`src/rtl/noc_pkg.sv`:
```
// rtl/noc_pkg.sv - shared constants and FSM state type for the NoC master arbiter
package noc_pkg;

    localparam int NUM_PROC  = 4;
    localparam int PROC_ID_W = 2;
    localparam int FLIT_W    = 9;
    localparam int LAST_BIT  = 8;

    typedef enum logic [1:0] {
        IDLE    = 2'd0,
        GRANT   = 2'd1,
        XFER    = 2'd2,
        RELEASE = 2'd3
    } noc_state_t;

endpackage

```
`src/rtl/rr_arbiter_4.sv`:
```
// rtl/rr_arbiter_4.sv - combinational 4-way round-robin selector
//
// Ports:
//   req[3:0]    request vector, bit i = processor i
//   ptr[1:0]    first processor examined; search continues ptr+1, ... mod 4
//   valid       at least one request present
//   winner[1:0] first requesting processor in search order
module rr_arbiter_4
    import noc_pkg::*;
(
    input  logic [NUM_PROC-1:0]  req,
    input  logic [PROC_ID_W-1:0] ptr,
    output logic                 valid,
    output logic [PROC_ID_W-1:0] winner
);

    logic [PROC_ID_W-1:0] idx;

    always_comb begin
        valid  = 1'b0;
        winner = ptr;
        idx    = ptr;
        for (int i = 0; i < NUM_PROC; i++) begin
            // 2-bit add wraps 3 -> 0, giving the circular search order
            idx = ptr + i[PROC_ID_W-1:0];
            if (!valid && req[idx]) begin
                valid  = 1'b1;
                winner = idx;
            end
        end
    end

endmodule

```
`src/rtl/noc_master.sv`:
```
// rtl/noc_master.sv - round-robin NoC ownership arbiter with transfer timeout
//
// Ports:
//   clock            single clock, rising edge
//   reset_n          asynchronous active-low reset
//   req[3:0]         per-processor transfer request
//   dest[7:0]        per-processor destination, dest[2i+1:2i] for processor i
//   last_flit[3:0]   per-processor last-flit marker (bit 8 of its flit)
//   master_response  one-hot grant acknowledge, high for the GRANT cycle only
//   grant_valid      high while a transfer owns the NoC (GRANT and XFER)
//   grant_src        granted processor, held until the next grant
//   grant_dst        captured destination, held until the next grant
//   timeout_err      one-cycle pulse in RELEASE after a forced release
//   self_err         sticky: an arbitration winner targeted itself
module noc_master
    import noc_pkg::*;
#(
    parameter logic [7:0] TIMEOUT_CYCLES = 8'd255
) (
    input  logic                          clock,
    input  logic                          reset_n,
    input  logic [NUM_PROC-1:0]           req,
    input  logic [NUM_PROC*PROC_ID_W-1:0] dest,
    input  logic [NUM_PROC-1:0]           last_flit,
    output logic [NUM_PROC-1:0]           master_response,
    output logic                          grant_valid,
    output logic [PROC_ID_W-1:0]          grant_src,
    output logic [PROC_ID_W-1:0]          grant_dst,
    output logic                          timeout_err,
    output logic                          self_err
);

    noc_state_t           state;
    noc_state_t           state_next;
    logic [PROC_ID_W-1:0] rr_ptr;
    logic [7:0]           tmo_cnt;
    logic                 tmo_flag;

    logic                 arb_valid;
    logic [PROC_ID_W-1:0] arb_winner;
    logic [PROC_ID_W-1:0] dest_sel;
    logic                 arb_take;
    logic                 self_hit;
    logic                 tmo_hit;

    rr_arbiter_4 u_arb (
        .req    (req),
        .ptr    (rr_ptr),
        .valid  (arb_valid),
        .winner (arb_winner)
    );

    assign dest_sel = dest[{arb_winner, 1'b0} +: PROC_ID_W];

    always_ff @(posedge clock or negedge reset_n) begin
        if (!reset_n) begin
            state <= IDLE;
        end else begin
            state <= state_next;
        end
    end

    always_comb begin
        state_next = state;
        arb_take   = 1'b0;
        self_hit   = 1'b0;
        tmo_hit    = 1'b0;
        case (state)
            IDLE: begin
                if (arb_valid) begin
                    // A self-addressed winner is refused but still consumes its turn
                    if (dest_sel == arb_winner) begin
                        self_hit = 1'b1;
                    end else begin
                        arb_take   = 1'b1;
                        state_next = GRANT;
                    end
                end
            end
            GRANT: begin
                state_next = XFER;
            end
            XFER: begin
                // Last flit has priority over a timeout landing on the same cycle
                if (last_flit[grant_src]) begin
                    state_next = RELEASE;
                end else if (tmo_cnt == TIMEOUT_CYCLES - 8'd1) begin
                    tmo_hit    = 1'b1;
                    state_next = RELEASE;
                end
            end
            RELEASE: begin
                state_next = IDLE;
            end
            default: begin
                state_next = IDLE;
            end
        endcase
    end

    always_ff @(posedge clock or negedge reset_n) begin
        if (!reset_n) begin
            rr_ptr    <= '0;
            tmo_cnt   <= '0;
            tmo_flag  <= 1'b0;
            grant_src <= '0;
            grant_dst <= '0;
            self_err  <= 1'b0;
        end else begin
            if (arb_take || self_hit) begin
                rr_ptr <= arb_winner + 2'd1;
            end
            if (arb_take) begin
                grant_src <= arb_winner;
                grant_dst <= dest_sel;
            end
            if (self_hit) begin
                self_err <= 1'b1;
            end
            // Registered so the pulse lines up with the RELEASE cycle
            tmo_flag <= tmo_hit;
            if (state == GRANT) begin
                tmo_cnt <= '0;
            end else if (state == XFER && tmo_cnt != 8'hFF) begin
                tmo_cnt <= tmo_cnt + 8'd1;
            end
        end
    end

    assign master_response = (state == GRANT) ? (4'b0001 << grant_src) : 4'b0000;
    assign grant_valid     = (state == GRANT) || (state == XFER);
    assign timeout_err     = tmo_flag;

endmodule

```
`config.mk`:
```
export PLATFORM = sky130hd
export DESIGN_NAME = noc_master
export DESIGN_NICKNAME = d
export VERILOG_FILES = /design/src/rtl/noc_pkg.sv /design/src/rtl/rr_arbiter_4.sv /design/src/rtl/noc_master.sv
export SDC_FILE = /design/constraint.sdc
export NUM_CORES = 1
export LEC_CHECK = 0
export CORE_ASPECT_RATIO = 1.5
export CORE_MARGIN = 1
export CORE_UTILIZATION = 51
export CTS_BUF_LIST = sky130_fd_sc_hd__clkbuf_4
export DETAILED_ROUTE_END_ITERATION = 16
export GPL_TIMING_DRIVEN = 0
export MAX_ROUTING_LAYER = met4
export PLACE_DENSITY = 0.92
export SYNTH_ARGS = -nofsm -noshare
export SYNTH_HDL_FRONTEND = slang
export SYNTH_SLANG_ARGS = --single-unit
```
`constraint.sdc`:
```
create_clock -name clock -period 2.5 [get_ports clock]
set_clock_uncertainty 0.15 [all_clocks]
set_input_delay 0.5 -clock clock [delete_from_list [all_inputs] [get_ports clock]]
set_output_delay 0.5 -clock clock [all_outputs]
set_load 0.01 [all_outputs]
```
==> results of run 1 <==
## worst max path at each step
| stage | start | to | slack, ns |
|---|---|---|---|
| after floorplan | req[2] | grant_src[1] | 0.22 |
| after global placement | req[3] | grant_src[1] | -0.47 |
| after detailed placement | req[3] | grant_src[1] | -0.55 |
| after CTS | req[2] | state[1] | 0.009 |
| after global routing | rr_ptr[1] | state[1] | 0.0003 |
| final | req[0] | state[1] | 0.09 |
## Yosys cell counts (2+ instances only)
cell type	count
or3_1	2
xnor2_1	3
a21boi_1	2
a21oi_1	6
a31oi_1	2
o21ai_1	2
and3b_1	2
nand3_1	6
mux2i_1	6
nand4_1	2
nand2_1	9
buf_6	2
o21ai_0	7
nand3b_1	2
xor2_1	3
dfrtp_1	18
a211oi_1	3
nor2_1	10
nor3b_1	2
and3_1	3
ha_1	5
inv_1	7
## layout make-up
class	count	area, sq um
well taps	23	28.78
flip-flops and latches	18	451.7
fillers	184	618.1
plain buffers	3	30.03
repair buffers	31	299.0
inverters	7	26.28
clock buffers	3	22.52
multi-input cells	100	783.3
## timing repair
action | in CTS | in global routing
endpoints found under the hold margin | 0 | 0
gates cloned | 0 | 0
setup buffers | 3 | 0
pin swaps | 1 | 3
setup endpoints to repair | 5 | 3
resized for setup | 13 | 10
## where the power goes
group / internal, uW / switching (uW) / leakage (uW) / total, uW
Combinational: 547 / 536 / 0.000513 / 1080
Clock: 56.1 / 88.6 / 0.0000138 / 145
Sequential: 396 / 119 / 0.000221 / 516
## placed cells by master, fill, tap and decap left out, types with 2 or more instances in the layout
| cell type | synthesis | routed |
|---|---|---|
| clkdlybuf4s50_1 | 0 | 22 |
| dfrtp_1 | 18 | 17 |
| nor2_1 | 10 | 10 |
| nand2_1 | 9 | 9 |
| inv_1 | 7 | 7 |
| nand3_1 | 6 | 6 |
| o21ai_0 | 7 | 6 |
| a21oi_1 | 6 | 5 |
| ha_1 | 5 | 5 |
| clkbuf_4 | 0 | 4 |
| mux2i_1 | 6 | 4 |
| and3_1 | 3 | 3 |
| xnor2_1 | 3 | 3 |
| xor2_1 | 3 | 3 |
| dlygate4sd2_1 | 0 | 3 |
| buf_4 | 0 | 3 |
| nor3b_1 | 2 | 2 |
| and3b_1 | 2 | 2 |
| buf_6 | 2 | 2 |
| o21ai_2 | 0 | 2 |
| mux2i_4 | 0 | 2 |
| nand4_1 | 2 | 2 |
| a31oi_1 | 2 | 2 |
| nand3b_1 | 2 | 2 |
| or3_1 | 2 | 2 |
| a211oi_1 | 3 | 2 |
| dlymetal6s2s_1 | 0 | 2 |
## routing by layer
metal | vias to the layer above | global-route usage
met5 | - | -
met4 | 0 | 0.1055
met3 | 11 | 0.03488
met2 | 32 | 0.4785
met1 | 533 | 0.2784
li1 | 534 | -
## cells by family (layout without fill, tap and decap cells)
group | count (synthesis) | count (layout) | share of synthesized area
and+or+nand+nor | 47 | 47 | 0.2098
AOI/OAI and AO/OA | 34 | 34 | 0.2077
DFF | 18 | 18 | 0.3666
buffers and inverters | 10 | 44 | 0.04277
muxes | 8 | 8 | 0.07943
xor gates and xnor gates | 6 | 6 | 0.04278
adders and majority gates | 5 | 5 | 0.05092
## metrics by stage
| step | total power, uW | worst slack, ns |
|---|---|---|
| detailed placement | 1482 | -0.5486 |
| global route | 1865 | 0.0003144 |
| CTS | 1694 | 0.008850 |
| floorplan | 1163 | 0.2208 |
| global placement | 1429 | -0.4746 |
| finish | 1742 | 0.09349 |
## flip-flops by register name (all words and copies together) (netlist names)
signal	cells
grant_dst	2
grant_src	2
timeout_err	1
state	2
tmo_cnt	8
self_err	1
rr_ptr	2
## critical path, cell delays in order
cell and delay (ns):
dlygate4sd2_1 0.28, and3b_1 0.19, a2111oi_2 0.34, or2_1 0.19, buf_6 0.17, o211ai_4 0.10, o21a_4 0.15, a21bo_1 0.18
a311o_1 0.34
==> results.ini, run 1 <==
[yosys]
synth_edf_count=0
synth_top_area_cell=dfrtp_1
synth_cell_types=46
synth_flop_cell=dfrtp_1
ys_warn_count=0
synth_area_leaders=dfrtp_1, ha_1, mux2i_1, nor2_1, o21ai_0
async_flop_share=1.000
yosys.area.top_type_share=0.3666
synth_seq_cells=18
syn_avg_cell_area_sq_um=9.599
syn_area_sq_mm=0.001229
ys_seq_area_frac=0.3666
synth_cells=128
syn_nets=151

[worst_setup_path]
required_ns=2.53
crit_path_max_fanout=10
crit_path_start_kind=input port
cp-end-kind=flop
r2r_end=state[1]
reg2reg_depth=8
r2r_slack_ns=0.10
path_class=input port to flop
cp.arrival_ns=2.44
rr_startpoint=rr_ptr[1]

[place]
numPortBuffers=28
dpl.cell_count=179
dp_hpwl_um=2194
dpl-instance-area_sq_mm=0.001538
place_congestion=0.8158

[global_routing]
grt_pass1_vias=1147
grt_first_pass_wirelength_um=5209
grt_usage=0.2628
antenna_found_initial=0
grt-ovfl-total=0
grt_start_max_net_pins=19

[routing]
wl_um=3053
viasPerCell=6.000
drt-met1-wl_um=1115
ant_nets=0
vias=1110
dr.pass1.iters=4
highest_layer=met4
drt_iter0_drc=22
wl_met3_um=94
avgRoutedWirePerCell_um=16.50
drc_errors=0
route.met2.wl_um=1766

[flow_run]
maxCapViolCount=0

[clocking]
hold_buffers=0
h-tree-depth=1
clock_path_buffers=2
cts_sinks=18
insertion_delay_ns=0.29
cts_tree=built
cts_root_buffer=clkbuf_4
path_clk_slew_ns=0.10
numCtsBuffers=3

[die]
die_w_um=42.08
die_area_sq_mm=0.002613
core_area_sq_mm=0.002260
start_util=0.5437
io_pins=29
rows=21
die_height_um=62.12

[final_layout]
fin_util=0.7265
area_delta_synth_final_pct=33.60
instances_no_fill=185
fin_nets=187
drive_gt1_frac=0.1790
finalInstanceArea_sq_mm=0.001642
antennaDiodeCount=0

[sta]
fin_tns_setup_ns=0
fmax_ghz=0.4155
slew-limit-headroom=0.4457
finalCritPeriodShare=0.9626
min_period_ns=2.407
hold_ws_ns=0.3873
setup_violations=0
hold_viol_final=0
rsz0062_at_grt=no
worst_pin_slew_ns=0.8289
slew_viol_final=0

[pwr]
power_leakage_uw=0.0007477
power_density_mw_per_mm2=1061
vdd_drop_max_mv=0.5814

[min_path]
holdPathEnd=grant_dst[1]
hold_path.startpoint=grant_dst[1]
holdCritPathClass=flop to flop
holdPathStages=2

[run_status]
status=completed

No activity file was read; power rests on OpenSTA's default activity.
==> inputs of run 2 (changes only) <==
- CTS_CLUSTER_DIAMETER: default -> 60
==> results of run 2 <==
Final layout, timing and power as in run 1 (identical DEF).
==> inputs of run 3 (changes only) <==
--- a/constraint.sdc
+++ b/constraint.sdc
@@ -4,2 +4,2 @@
 set_output_delay 0.5 -clock clock [all_outputs]
-set_load 0.01 [all_outputs]
+set_load 0.02 [all_outputs]
==> run 3 against run 2 <==
Against the previous run: flip-flop and latch count did not move; worst hold slack improved by 0.0022 ns; routed wire length rose by 0.66%; first-iteration DRC count fell by 18%; critical endpoint unchanged; largest cell class unchanged; largest power group unchanged; highest routed layer unchanged.
==> results.ini, run 3 (same netlist as run 1, synthesis figures left out) <==
[die]
io_pins=29  ; unchanged
core_area_sq_mm=0.002260  ; unchanged
die_area_sq_mm=0.002613  ; unchanged
die_height_um=62.12  ; unchanged
rows=21  ; unchanged
die_w_um=42.08  ; unchanged
start_util=0.5437  ; unchanged

[min_path]
hold_path.startpoint=grant_dst[1]
holdCritPathClass=flop to flop
holdPathEnd=grant_dst[1]
holdPathStages=2  ; unchanged

[global_routing]
grt_start_max_net_pins=19  ; unchanged
grt_pass1_vias=1147  ; unchanged
grt_usage=0.2628  ; unchanged
grt-ovfl-total=0  ; unchanged
grt_first_pass_wirelength_um=5209  ; unchanged
antenna_found_initial=0  ; unchanged

[routing]
ant_nets=0  ; unchanged
drc_errors=0  ; unchanged
avgRoutedWirePerCell_um=16.61  ; +0.66%
wl_um=3073  ; +0.66%
drt_iter0_drc=18  ; -18%
viasPerCell=6.022  ; +0.36%
vias=1114  ; +0.36%
dr.pass1.iters=4  ; unchanged

[place]
dp_hpwl_um=2194  ; unchanged
place_ws_ns=-0.5486  ; unchanged
dpl-instance-area_sq_mm=0.001538  ; unchanged
place_congestion=0.8158  ; unchanged
numPortBuffers=28  ; unchanged

[final_layout]
layout_common_cells=clkdlybuf4s50_1, dfrtp_1, nor2_1
final_common_cell=clkdlybuf4s50_1
largest_reg_flops=8  ; unchanged
finalInstanceArea_sq_mm=0.001642  ; unchanged
antennaDiodeCount=0  ; unchanged
area_delta_synth_final_pct=33.60  ; unchanged
drive_gt1_frac=0.1852  ; +0.006173
fin_nets=187  ; unchanged
top_register=tmo_cnt

[clocking]
path_clk_slew_ns=0.11  ; about the same
insertion_delay_ns=0.30  ; about the same
cts_sinks=18  ; unchanged
clock_path_buffers=2  ; unchanged
hold_buffers=0  ; unchanged
numCtsBuffers=3  ; unchanged
cts_tree=built
cts_root_buffer=clkbuf_4
h-tree-depth=1  ; unchanged

[worst_setup_path]
rr_startpoint=rr_ptr[1]
r2r_slack_ns=0.1  ; about the same
reg2reg_depth=8  ; unchanged
crit_path_start_kind=flop
path_class=flop to flop
r2r_end=state[1]
crit_path_max_fanout=10  ; unchanged
cp-end-kind=flop
required_ns=2.54  ; about the same
cp.arrival_ns=2.44  ; about the same

[sta]
fmax_ghz=0.4159  ; about the same
slew-limit-headroom=0.4422  ; -0.003508
setup_violations=0  ; unchanged
min_period_ns=2.404  ; -0.002182 ns
slew_viol_final=0  ; unchanged
fin_ws_ns=0.09567  ; +0.002182 ns
hold_viol_final=0  ; unchanged
rsz0062_at_grt=no
worst_pin_slew_ns=0.8342  ; +0.005244 ns
hold_ws_ns=0.3895  ; +0.002209 ns
finalCritPeriodShare=0.9617  ; about the same

[pwr]
power_uw=1793  ; +2.9%
vdd_drop_max_mv=0.6010  ; +3.4%
power_leakage_uw=0.0007767  ; +3.9%
power_density_mw_per_mm2=1092  ; +2.9%

[run_status]
status=completed

[flow_run]
maxCapViolCount=0  ; unchanged

[run 3: changes by cell type in the layout (fill, tap and decap cells not counted), sizes merged]
cell / before / now
clkdlybuf4s15: 0 / 1
dlymetal6s2s: 2 / 4
dlygate4sd2: 3 / 1
clkdlybuf4s50: 22 / 20
clkbuf: 5 / 6
[run 3: through the flow]
step,util,cells,setup TNS [ns]
after floorplan,-,128,0
after global placement,0.6805,179,-1.891
after detailed placement,0.6805,179,-2.549
after CTS,0.7137,185,0
after global routing,0.7265,185,0
final,0.7265,185,0
[run 3: worst max-delay path by stage]
| stage | startpoint | endpoint | slack (ns) | cells after the start |
|---|---|---|---|---|
| after CTS | req[2] | state[1] | 0.009 | 9 |
| final | rr_ptr[1] | state[1] | 0.1 | 8 |
| after detailed placement | req[3] | grant_src[1] | -0.55 | 9 |
| after global routing | rr_ptr[1] | state[1] | 0.0003 | 8 |
| after floorplan | req[2] | grant_src[1] | 0.22 | 8 |
| after global placement | req[3] | grant_src[1] | -0.47 | 9 |
[run 3: worst max-delay path, cell delays in order, from the launching register on]
cell	delay [ns]
dfrtp_2	0.47
and3b_1	0.21
a2111oi_2	0.34
or2_1	0.18
buf_6	0.17
o211ai_4	0.10
o21a_4	0.15
a21bo_1	0.18
a311o_1	0.34
[run 3: cell type report]
| cell class | instances | area [sq um] |
|---|---|---|
| Tap cell | 23 | 28.78 |
| Timing Repair Buffer | 31 | 301.5 |
| Inverter | 7 | 26.28 |
| Multi-Input combinational cell | 100 | 783.3 |
| Buffer | 3 | 27.53 |
| Fill cell | 184 | 618.1 |
| Sequential cell | 18 | 451.7 |
| Clock buffer | 3 | 22.52 |
[run 3: report_power, final]
part	internal, uW	switching [uW]
sequential	396	120
combinational	543	586
clock	56.2	92.0
total	995	798
[run 3: layer usage]
layer	GRT usage	wire (um)	share of wire
met1	0.2784	1118	0.36
met2	0.4785	1746	0.57
met3	0.03488	127	0.041
met4	0.1055	79	0.026
met5	-	0	0
[run 3: what timing repair did]
item | in CTS | in global routing
pin swaps | 1 | 3
gates resized for setup | 12 | 16
setup endpoints to repair | 5 | 7
setup buffers | 3 | 0
